==> src/rtl/universal_shift_register_pkg.sv <==
// Shared types for the universal shift register: operation codes, controller
// states and a helper that tells which operations take part in multi-step commands.
package usr_pkg;

  typedef enum logic [2:0] {
    HOLD = 3'd0,
    LOAD = 3'd1,
    SHL  = 3'd2,
    SHR  = 3'd3,
    ROL  = 3'd4,
    ROR  = 3'd5,
    ASR  = 3'd6
  } mode_t;

  typedef enum logic [1:0] {
    IDLE = 2'd0,
    RUN  = 2'd1,
    DONE = 2'd2
  } state_t;

  // Only shifts and rotates can be repeated; HOLD, LOAD and code 7 finish at once.
  function automatic logic is_multi_step(input logic [2:0] m);
    return (m == SHL) || (m == SHR) || (m == ROL) || (m == ROR) || (m == ASR);
  endfunction

endpackage

==> src/rtl/universal_shift_register_if.sv <==
// Operation/command bus of the universal shift register; the controller side
// uses the master modport and the register uses the slave modport.
interface usr_if #(
  parameter int WIDTH = 8,
  parameter int AMT_W = $clog2(WIDTH) + 1
);
  logic             enable;
  logic [2:0]       mode;
  logic             serial_in;
  logic [WIDTH-1:0] load_data;
  logic             start;
  logic [AMT_W-1:0] amount;
  logic [WIDTH-1:0] q;
  logic             serial_out;
  logic             busy;
  logic             done;

  modport master (
    output enable, mode, serial_in, load_data, start, amount,
    input  q, serial_out, busy, done
  );

  modport slave (
    input  enable, mode, serial_in, load_data, start, amount,
    output q, serial_out, busy, done
  );
endinterface

==> src/rtl/universal_shift_register_shift_step.sv <==
// One combinational step of the register: computes the next contents and the
// bit pushed out, shared by direct operations and command steps.
module shift_step
  import usr_pkg::*;
#(
  parameter int WIDTH = 8
) (
  input  logic [2:0]       mode,
  input  logic [WIDTH-1:0] q,
  input  logic             serial_in,
  input  logic [WIDTH-1:0] load_data,
  output logic [WIDTH-1:0] next_q,
  output logic             out_bit,
  output logic             out_valid
);

  always_comb begin
    next_q    = q;
    out_bit   = 1'b0;
    out_valid = 1'b0;
    case (mode)
      LOAD: next_q = load_data;
      SHL: begin
        next_q    = {q[WIDTH-2:0], serial_in};
        out_bit   = q[WIDTH-1];
        out_valid = 1'b1;
      end
      SHR: begin
        next_q    = {serial_in, q[WIDTH-1:1]};
        out_bit   = q[0];
        out_valid = 1'b1;
      end
      ROL: begin
        next_q    = {q[WIDTH-2:0], q[WIDTH-1]};
        out_bit   = q[WIDTH-1];
        out_valid = 1'b1;
      end
      ROR: begin
        next_q    = {q[0], q[WIDTH-1:1]};
        out_bit   = q[0];
        out_valid = 1'b1;
      end
      ASR: begin
        next_q    = {q[WIDTH-1], q[WIDTH-1:1]};
        out_bit   = q[0];
        out_valid = 1'b1;
      end
      default: ; // HOLD and reserved code 7 leave the register untouched
    endcase
  end

endmodule

==> src/rtl/universal_shift_register.sv <==
// WIDTH-bit register with load/shift/rotate, driven either one op per enabled
// cycle (direct) or by a start/busy/done command repeating an op `amount` times.
module universal_shift_register
  import usr_pkg::*;
#(
  parameter int WIDTH = 8,
  parameter int AMT_W = $clog2(WIDTH) + 1
) (
  input logic  clock,
  input logic  clear,
  usr_if.slave bus
);

  state_t           state;
  logic [2:0]       op;
  logic [AMT_W-1:0] count;
  logic [WIDTH-1:0] q_r;
  logic             sout_r;

  logic [2:0]       step_mode;
  logic [WIDTH-1:0] next_q;
  logic             out_bit;
  logic             out_valid;

  // In RUN the latched op drives the step; otherwise the live mode does.
  assign step_mode = (state == RUN) ? op : bus.mode;

  shift_step #(.WIDTH(WIDTH)) u_step (
    .mode      (step_mode),
    .q         (q_r),
    .serial_in (bus.serial_in),
    .load_data (bus.load_data),
    .next_q    (next_q),
    .out_bit   (out_bit),
    .out_valid (out_valid)
  );

  always_ff @(posedge clock) begin
    if (clear) begin
      state  <= IDLE;
      op     <= HOLD;
      count  <= '0;
      q_r    <= '0;
      sout_r <= 1'b0;
    end else begin
      case (state)
        IDLE: begin
          if (bus.start) begin
            op <= bus.mode;
            if (is_multi_step(bus.mode) && (bus.amount != '0)) begin
              count <= bus.amount;
              state <= RUN;
            end else begin
              if (bus.mode == LOAD) q_r <= next_q;
              state <= DONE;
            end
          end else if (bus.enable) begin
            q_r <= next_q;
            if (out_valid) sout_r <= out_bit;
          end
        end
        RUN: begin
          if (bus.enable) begin
            q_r   <= next_q;
            if (out_valid) sout_r <= out_bit;
            count <= count - 1'b1;
            if (count == AMT_W'(1)) state <= DONE;
          end
        end
        DONE:    state <= IDLE;
        default: state <= IDLE;
      endcase
    end
  end

  assign bus.q          = q_r;
  assign bus.serial_out = sout_r;
  assign bus.busy       = (state == RUN);
  assign bus.done       = (state == DONE);

endmodule

==> src/flat_wrapper.sv <==
// flat-port wrapper written by rule: the top's interface ports become plain ports
module universal_shift_register_flat import usr_pkg::*;
#(
  parameter int WIDTH = 8,
  parameter int AMT_W = $clog2(WIDTH) + 1
)
  (clock, clear, bus_enable, bus_mode, bus_serial_in, bus_load_data, bus_start, bus_amount, bus_q, bus_serial_out, bus_busy, bus_done);
  usr_if #(.WIDTH(WIDTH), .AMT_W(AMT_W)) bus_i ();
  input logic clock;
  input logic clear;
  input wire logic [$bits(bus_i.enable)-1:0] bus_enable;
  input wire logic [$bits(bus_i.mode)-1:0] bus_mode;
  input wire logic [$bits(bus_i.serial_in)-1:0] bus_serial_in;
  input wire logic [$bits(bus_i.load_data)-1:0] bus_load_data;
  input wire logic [$bits(bus_i.start)-1:0] bus_start;
  input wire logic [$bits(bus_i.amount)-1:0] bus_amount;
  output wire logic [$bits(bus_i.q)-1:0] bus_q;
  output wire logic [$bits(bus_i.serial_out)-1:0] bus_serial_out;
  output wire logic [$bits(bus_i.busy)-1:0] bus_busy;
  output wire logic [$bits(bus_i.done)-1:0] bus_done;
  assign bus_i.enable = bus_enable;
  assign bus_i.mode = bus_mode;
  assign bus_i.serial_in = bus_serial_in;
  assign bus_i.load_data = bus_load_data;
  assign bus_i.start = bus_start;
  assign bus_i.amount = bus_amount;
  assign bus_q = bus_i.q;
  assign bus_serial_out = bus_i.serial_out;
  assign bus_busy = bus_i.busy;
  assign bus_done = bus_i.done;
  universal_shift_register #(.WIDTH(WIDTH), .AMT_W(AMT_W)) u_core (.clock(clock), .clear(clear), .bus(bus_i));
endmodule
==> config.mk <==
export PLATFORM = sky130hd
export DESIGN_NAME = universal_shift_register_flat
export DESIGN_NICKNAME = d
export VERILOG_FILES = /design/src/rtl/universal_shift_register_pkg.sv /design/src/rtl/universal_shift_register_if.sv /design/src/rtl/universal_shift_register_shift_step.sv /design/src/rtl/universal_shift_register.sv /design/src/flat_wrapper.sv
export SDC_FILE = /design/constraint.sdc
export NUM_CORES = 1
export LEC_CHECK = 0
export CORE_MARGIN = 2
export CORE_UTILIZATION = 40
export CTS_CLUSTER_SIZE = 12
export DETAILED_ROUTE_END_ITERATION = 8
export GPL_TIMING_DRIVEN = 0
export PLACE_DENSITY_LB_ADDON = 0.05
export SKIP_CTS_REPAIR_TIMING = 1
export SLEW_MARGIN = 20
export SYNTH_ARGS = -nofsm -noshare
export SYNTH_HDL_FRONTEND = slang
export SYNTH_SLANG_ARGS = --single-unit
==> constraint.sdc <==
create_clock -name clock -period 5.5 [get_ports clock]
set_clock_uncertainty 0.2 [all_clocks]
set_input_delay 1.1 -clock clock [delete_from_list [all_inputs] [get_ports clock]]
set_output_delay 1.1 -clock clock [all_outputs]
set_load 0.1 [all_outputs]
Word-level counts from Yosys, hierarchy flattened
Index checks and enable logic that the tools add are counted.
{"block": "word_totals", "register_bits": 18, "output_inout_bits": 11, "word_cells": 66}
{"block": "op_classes", "n_addsub": 1, "eq_ne": 22, "n_mux": 22, "reduce_logical": 16}
{"operator": "8-bit case mux with 6 select lines", "count": 1}
{"operator": "8-bit two-way mux", "count": 4}
{"operator": "3-bit equality test, second input constant", "count": 6}
{"operator": "8-bit case mux with 2 select lines", "count": 1}
{"operator": "3-bit by 2-bit equality test with 1-bit output, second input constant", "count": 4}
{"operator": "4-bit two-way mux", "count": 3}
{"operator": "2-bit two-way mux", "count": 4}
{"operator": "4-bit case mux with 2 select lines", "count": 1}
{"operator": "3-bit by 1-bit equality test with 1-bit output, second input constant", "count": 2}
{"operator": "2-bit != test, second input constant", "count": 3}
{"operator": "3-bit AND reduction", "count": 2}
{"operator": "5-bit OR reduction", "count": 1}
{"operator": "4-bit by 1-bit equality test with 1-bit output, second input constant", "count": 1}
{"operator": "1-bit logical OR", "count": 4}
{"operator": "1-bit two-way mux", "count": 4}
{"operator": "2-bit by 1-bit != test with 1-bit output, second input constant", "count": 2}
{"operator": "1-bit case mux with 2 select lines", "count": 2}
{"operator": "2-bit case mux with 2 select lines", "count": 1}
{"operator": "2-bit AND reduction", "count": 2}
{"operator": "4-bit AND reduction", "count": 1}
{"operator": "4-bit nonzero test", "count": 1}
{"operator": "4-bit by 1-bit subtractor with 4-bit output, second input constant", "count": 1}
{"operator": "3-bit two-way mux", "count": 1}
{"operator": "3-bit by 2-bit != test with 1-bit output, second input constant", "count": 1}
{"operator": "8 further kinds", "count": 8}

Longest topological paths before layout
{"block": "depth", "ltp_word": 9, "ltp_mapped": 9, "mapped_depth_nobuf": 6}

Modules after synthesis
A second synthesis with hierarchy kept.
{"block": "hier_totals", "hier_cells": 156, "hier_area_um2": 1367.6}
{"module": "universal_shift_register", "instances": 1, "cells_per_inst": 104, "area_each_um2": 929.6}
{"module": "shift_step", "instances": 1, "cells_per_inst": 52, "area_each_um2": 437.9}

Worst setup path before layout
OpenSTA, ideal clock, no wires.
{"block": "synth_path", "kind": "flip-flop to output port", "start": "register u_core.state[0]", "end": "output port bus_done", "arrival_time_ns": 1.785, "path_slack_ns": 2.415, "path_stages_with_launch": 3, "cell_sequence": "dfxtp_1 -> buf_2 -> nor2b_1"}
{"block": "synth_via", "elab_chain_cells": 1}
{"element": "from (decl)", "line": "universal_shift_register.sv:14", "source": "state_t state;"}
{"element": "from (signal assigned)", "line": "universal_shift_register.sv:40", "source": "state <= IDLE;"}
{"element": "from (signal assigned)", "line": "universal_shift_register.sv:52", "source": "state <= RUN;"}
{"element": "from (signal assigned)", "line": "universal_shift_register.sv:55", "source": "state <= DONE;"}
{"element": "2-bit equality test", "line": "universal_shift_register.sv:79", "source": "assign bus.done = (state == DONE);"}
{"element": "to (decl)", "line": "flat_wrapper.sv:20", "source": "output wire logic [$bits(bus_i.done)-1:0] bus_done;"}
Every way passes these cells.

Worst setup path in the final report
{"block": "layout_path", "start": "register u_core.state[1]", "end": "output port bus_busy"}
{"block": "layout_via", "elab_chain_cells": 1}
{"element": "2-bit by 1-bit equality test with 1-bit output", "line": "universal_shift_register.sv:78", "source": "assign bus.busy = (state == RUN);"}
{"element": "to (decl)", "line": "flat_wrapper.sv:19", "source": "output wire logic [$bits(bus_i.busy)-1:0] bus_busy;"}
Every way passes these cells.

==> run metrics <==
final count of pins violating max slew=0; initial antenna violation count=0; detailed-route wire length=3390 µm; placer congestion estimate=0.849; headroom to the max-slew limit=35.3%; total clock buffers created by CTS=3; IR Drop Worst-Case VDD=114 µV; hold crit path type=reg -> reg; Worst Slack Setup Final=1.88 ns; number of standard cells after synthesis=155; largest net degree at the start of global routing=11; final worst path period share=65.8%; LEAKAGE=0.636 nW; global-route wire length before repair=5420 µm; Min-Delay Path Depth=2; final-layout fill cell count=297; utilization of the core after routing=54.6%; sink count of the clock tree=18; setup repair after global routing missed its margin=no; Hold Vio Cnt, Final=0; Area Overhead vs Synth=28.0%; Vias per Instance=5.59; Post-layout nets=211; maximum frequency from static timing analysis=0.276 GHz; Reg area=360 µm²; met3 wire length=137 µm; antenna-violating nets left=0; type of element launching the critical path=flip-flop; number of nets in the synthesized netlist=177; 1st-pass router iterations=5; maximum fanout along the worst path=10; most frequent cells in the layout=sky130_fd_sc_hd__clkdlybuf4s50_1 (29), sky130_fd_sc_hd__dfxtp_1 (18), sky130_fd_sc_hd__nor2_1 (15), sky130_fd_sc_hd__inv_1 (10), sky130_fd_sc_hd__nand2_1 (10); highest routing layer actually used=met4; flip-flop and latch count after synthesis=18; worst path required time=4.20 ns; vias in the first global route=1182; most common flop cell mapped by yosys=sky130_fd_sc_hd__dfxtp_1; number of top-level design ports=31; critical path class=reg -> out; violation count after the first detailed-routing iteration=68; Synth async-reset ratio=0%; Post-synth EDFFs=0; total power=0.000426 W; Final setup viols=0; clock tree from TritonCTS=done; endpoint kind of the worst setup timing path=output pin; placed wire-length estimate after detailed placement=2490 µm; Setup Total Neg Slack=0 ns; time the final worst path needs with I/O delays and setup=3.62 ns; vertical die dimension=61.3 µm; Clock Latency Late Sink=0.30 ns; Longest Clk Path Bufs=2; count of antenna diodes in the layout=0; met2 routed WL=1450 µm; Reg2Reg Setup Slack=2.99 ns; Cell variety after synth=46; horizontal extent of the die=61.3 µm; post-route cell area=0.00168 mm²; worst setup slack before clock tree synthesis=2.05 ns; fraction of layout instances using a drive strength above 1=10.2%; combined area of the multi-input logic cells=852 µm²; most common library cell in the layout ignoring fill and taps=sky130_fd_sc_hd__clkdlybuf4s50_1; Met1 Wirelength=1760 µm; Congestion Overflow GR=0; proportion of synthesized chip area in sequential cells=27.5%; pwr dens=253 mW/mm²; H-Tree Depth=1; WP data arrival=2.32 ns; core area=0.00308 mm²; Rows=20; share of the synthesized area in the top cell type=27.5%; all-layer global routing usage=19.4%; top post-synthesis cells by area=sky130_fd_sc_hd__dfxtp_1 (27%), sky130_fd_sc_hd__mux2i_1 (6.9%), sky130_fd_sc_hd__mux2_2 (5.1%); library cell used as clock root buffer=sky130_fd_sc_hd__clkbuf_4; post-route DRC violation count=0; number of warnings reported in the yosys synthesis log=0; Placement Cell Area=0.00166 mm²; clk slew on worst S/H paths=0.11 ns; max-cap check violation count=0; Die Footprint=0.00376 mm²; Tightest Pin Transition=0.967 ns; outcome=complete, no violations; cell type with the largest total area after synthesis=sky130_fd_sc_hd__dfxtp_1; worst reg2reg path depth=8; overall via count from detail_route=1291; input/output buffers=29; routed length per placed instance=14.7 µm; starting density of the core=42.6%; Synth Area per Inst=8.47 µm²; synthesized cell area=0.00131 mm²
[metrics by stage]
step,cells,hold slack [ns]
6_report,231,0.280
5_1_grt,231,0.315
4_1_cts,231,0.284
3_5_place_dp,228,0.268
3_3_place_gp,228,0.264
2_1_floorplan,155,0.289
[registers in the layout (all words and copies together), names as in the netlist]
signal                 cells
u_core.op                  3
u_core.count               4
u_core.state               2
u_core.bus.serial_out      1
u_core.bus.q               8
[Yosys cell counts (2+ instances only)]
library cell	count
sky130_fd_sc_hd__dfxtp_1	18
sky130_fd_sc_hd__nor2_1	15
sky130_fd_sc_hd__inv_1	10
sky130_fd_sc_hd__nand2_1	10
sky130_fd_sc_hd__a21oi_1	9
sky130_fd_sc_hd__mux2i_1	9
sky130_fd_sc_hd__a22oi_1	8
sky130_fd_sc_hd__a311oi_1	6
sky130_fd_sc_hd__mux2_2	6
sky130_fd_sc_hd__clkbuf_1	5
sky130_fd_sc_hd__a31oi_1	4
sky130_fd_sc_hd__nor3_1	4
sky130_fd_sc_hd__buf_6	3
sky130_fd_sc_hd__nor2b_1	3
sky130_fd_sc_hd__o21ai_0	3
sky130_fd_sc_hd__o21ai_1	3
sky130_fd_sc_hd__a221oi_1	2
sky130_fd_sc_hd__buf_2	2
sky130_fd_sc_hd__ha_1	2
sky130_fd_sc_hd__mux2_4	2
sky130_fd_sc_hd__nand2b_1	2
sky130_fd_sc_hd__nand3_1	2
sky130_fd_sc_hd__nor4bb_1	2
sky130_fd_sc_hd__o211ai_1	2
sky130_fd_sc_hd__xnor2_1	2
[final cells by class]
cell class	count	share of cell area, %
plain buffers	10	3.72
clock buffers	3	1.34
inverters	10	2.23
multi-input cells	117	50.7
flip-flops and latches	18	21.4
well taps	44	3.28
repair buffers	29	17.3
[critical path: stages, from the launching register on]
cell and delay [ns]:
sky130_fd_sc_hd__dfxtp_1 0.33, sky130_fd_sc_hd__buf_6 0.13, sky130_fd_sc_hd__nand2b_4 0.13, sky130_fd_sc_hd__buf_6 0.14
sky130_fd_sc_hd__inv_1 0.13, sky130_fd_sc_hd__clkdlybuf4s50_1 1.16
[worst paths after layout]
kind	startpoint	to
hold / removal	u_core.bus.serial_out$_SDFFE_PP0P_	u_core.bus.serial_out$_SDFFE_PP0P_
setup reg to reg	u_core.state[1]$_SDFFE_PP0P_	u_core.bus.q[3]$_SDFFE_PP0P_
setup / recovery	u_core.state[1]$_SDFFE_PP0P_	bus_busy
hold reg to reg	u_core.bus.serial_out$_SDFFE_PP0P_	u_core.bus.serial_out$_SDFFE_PP0P_
[cell families (layout without fill, tap and decap cells)]
logic type,Yosys count,in the layout,synth area share [%]
mux,18,18,15.2
buf+inv,20,52,7.63
compound gates,48,48,27.3
simple gates,47,47,19.3
xor+xnor,2,2,1.33
flops,18,18,27.5
fa+ha+maj,2,2,1.91
[layer usage]
| layer | global-route usage [%] | vias to the layer above |
|---|---|---|
| li1 | - | 648 |
| met2 | 29.2 | 31 |
| met4 | 7.14 | 0 |
| met1 | 28.4 | 607 |
| met5 | 0 | - |
| met3 | 2.10 | 5 |
[power by group]
group	internal, W	switching (W)
clock	0.0000255	0.0000431
combinational	0.0000741	0.000126
sequential	0.000143	0.0000136
(Power assumes the default switching activity.)
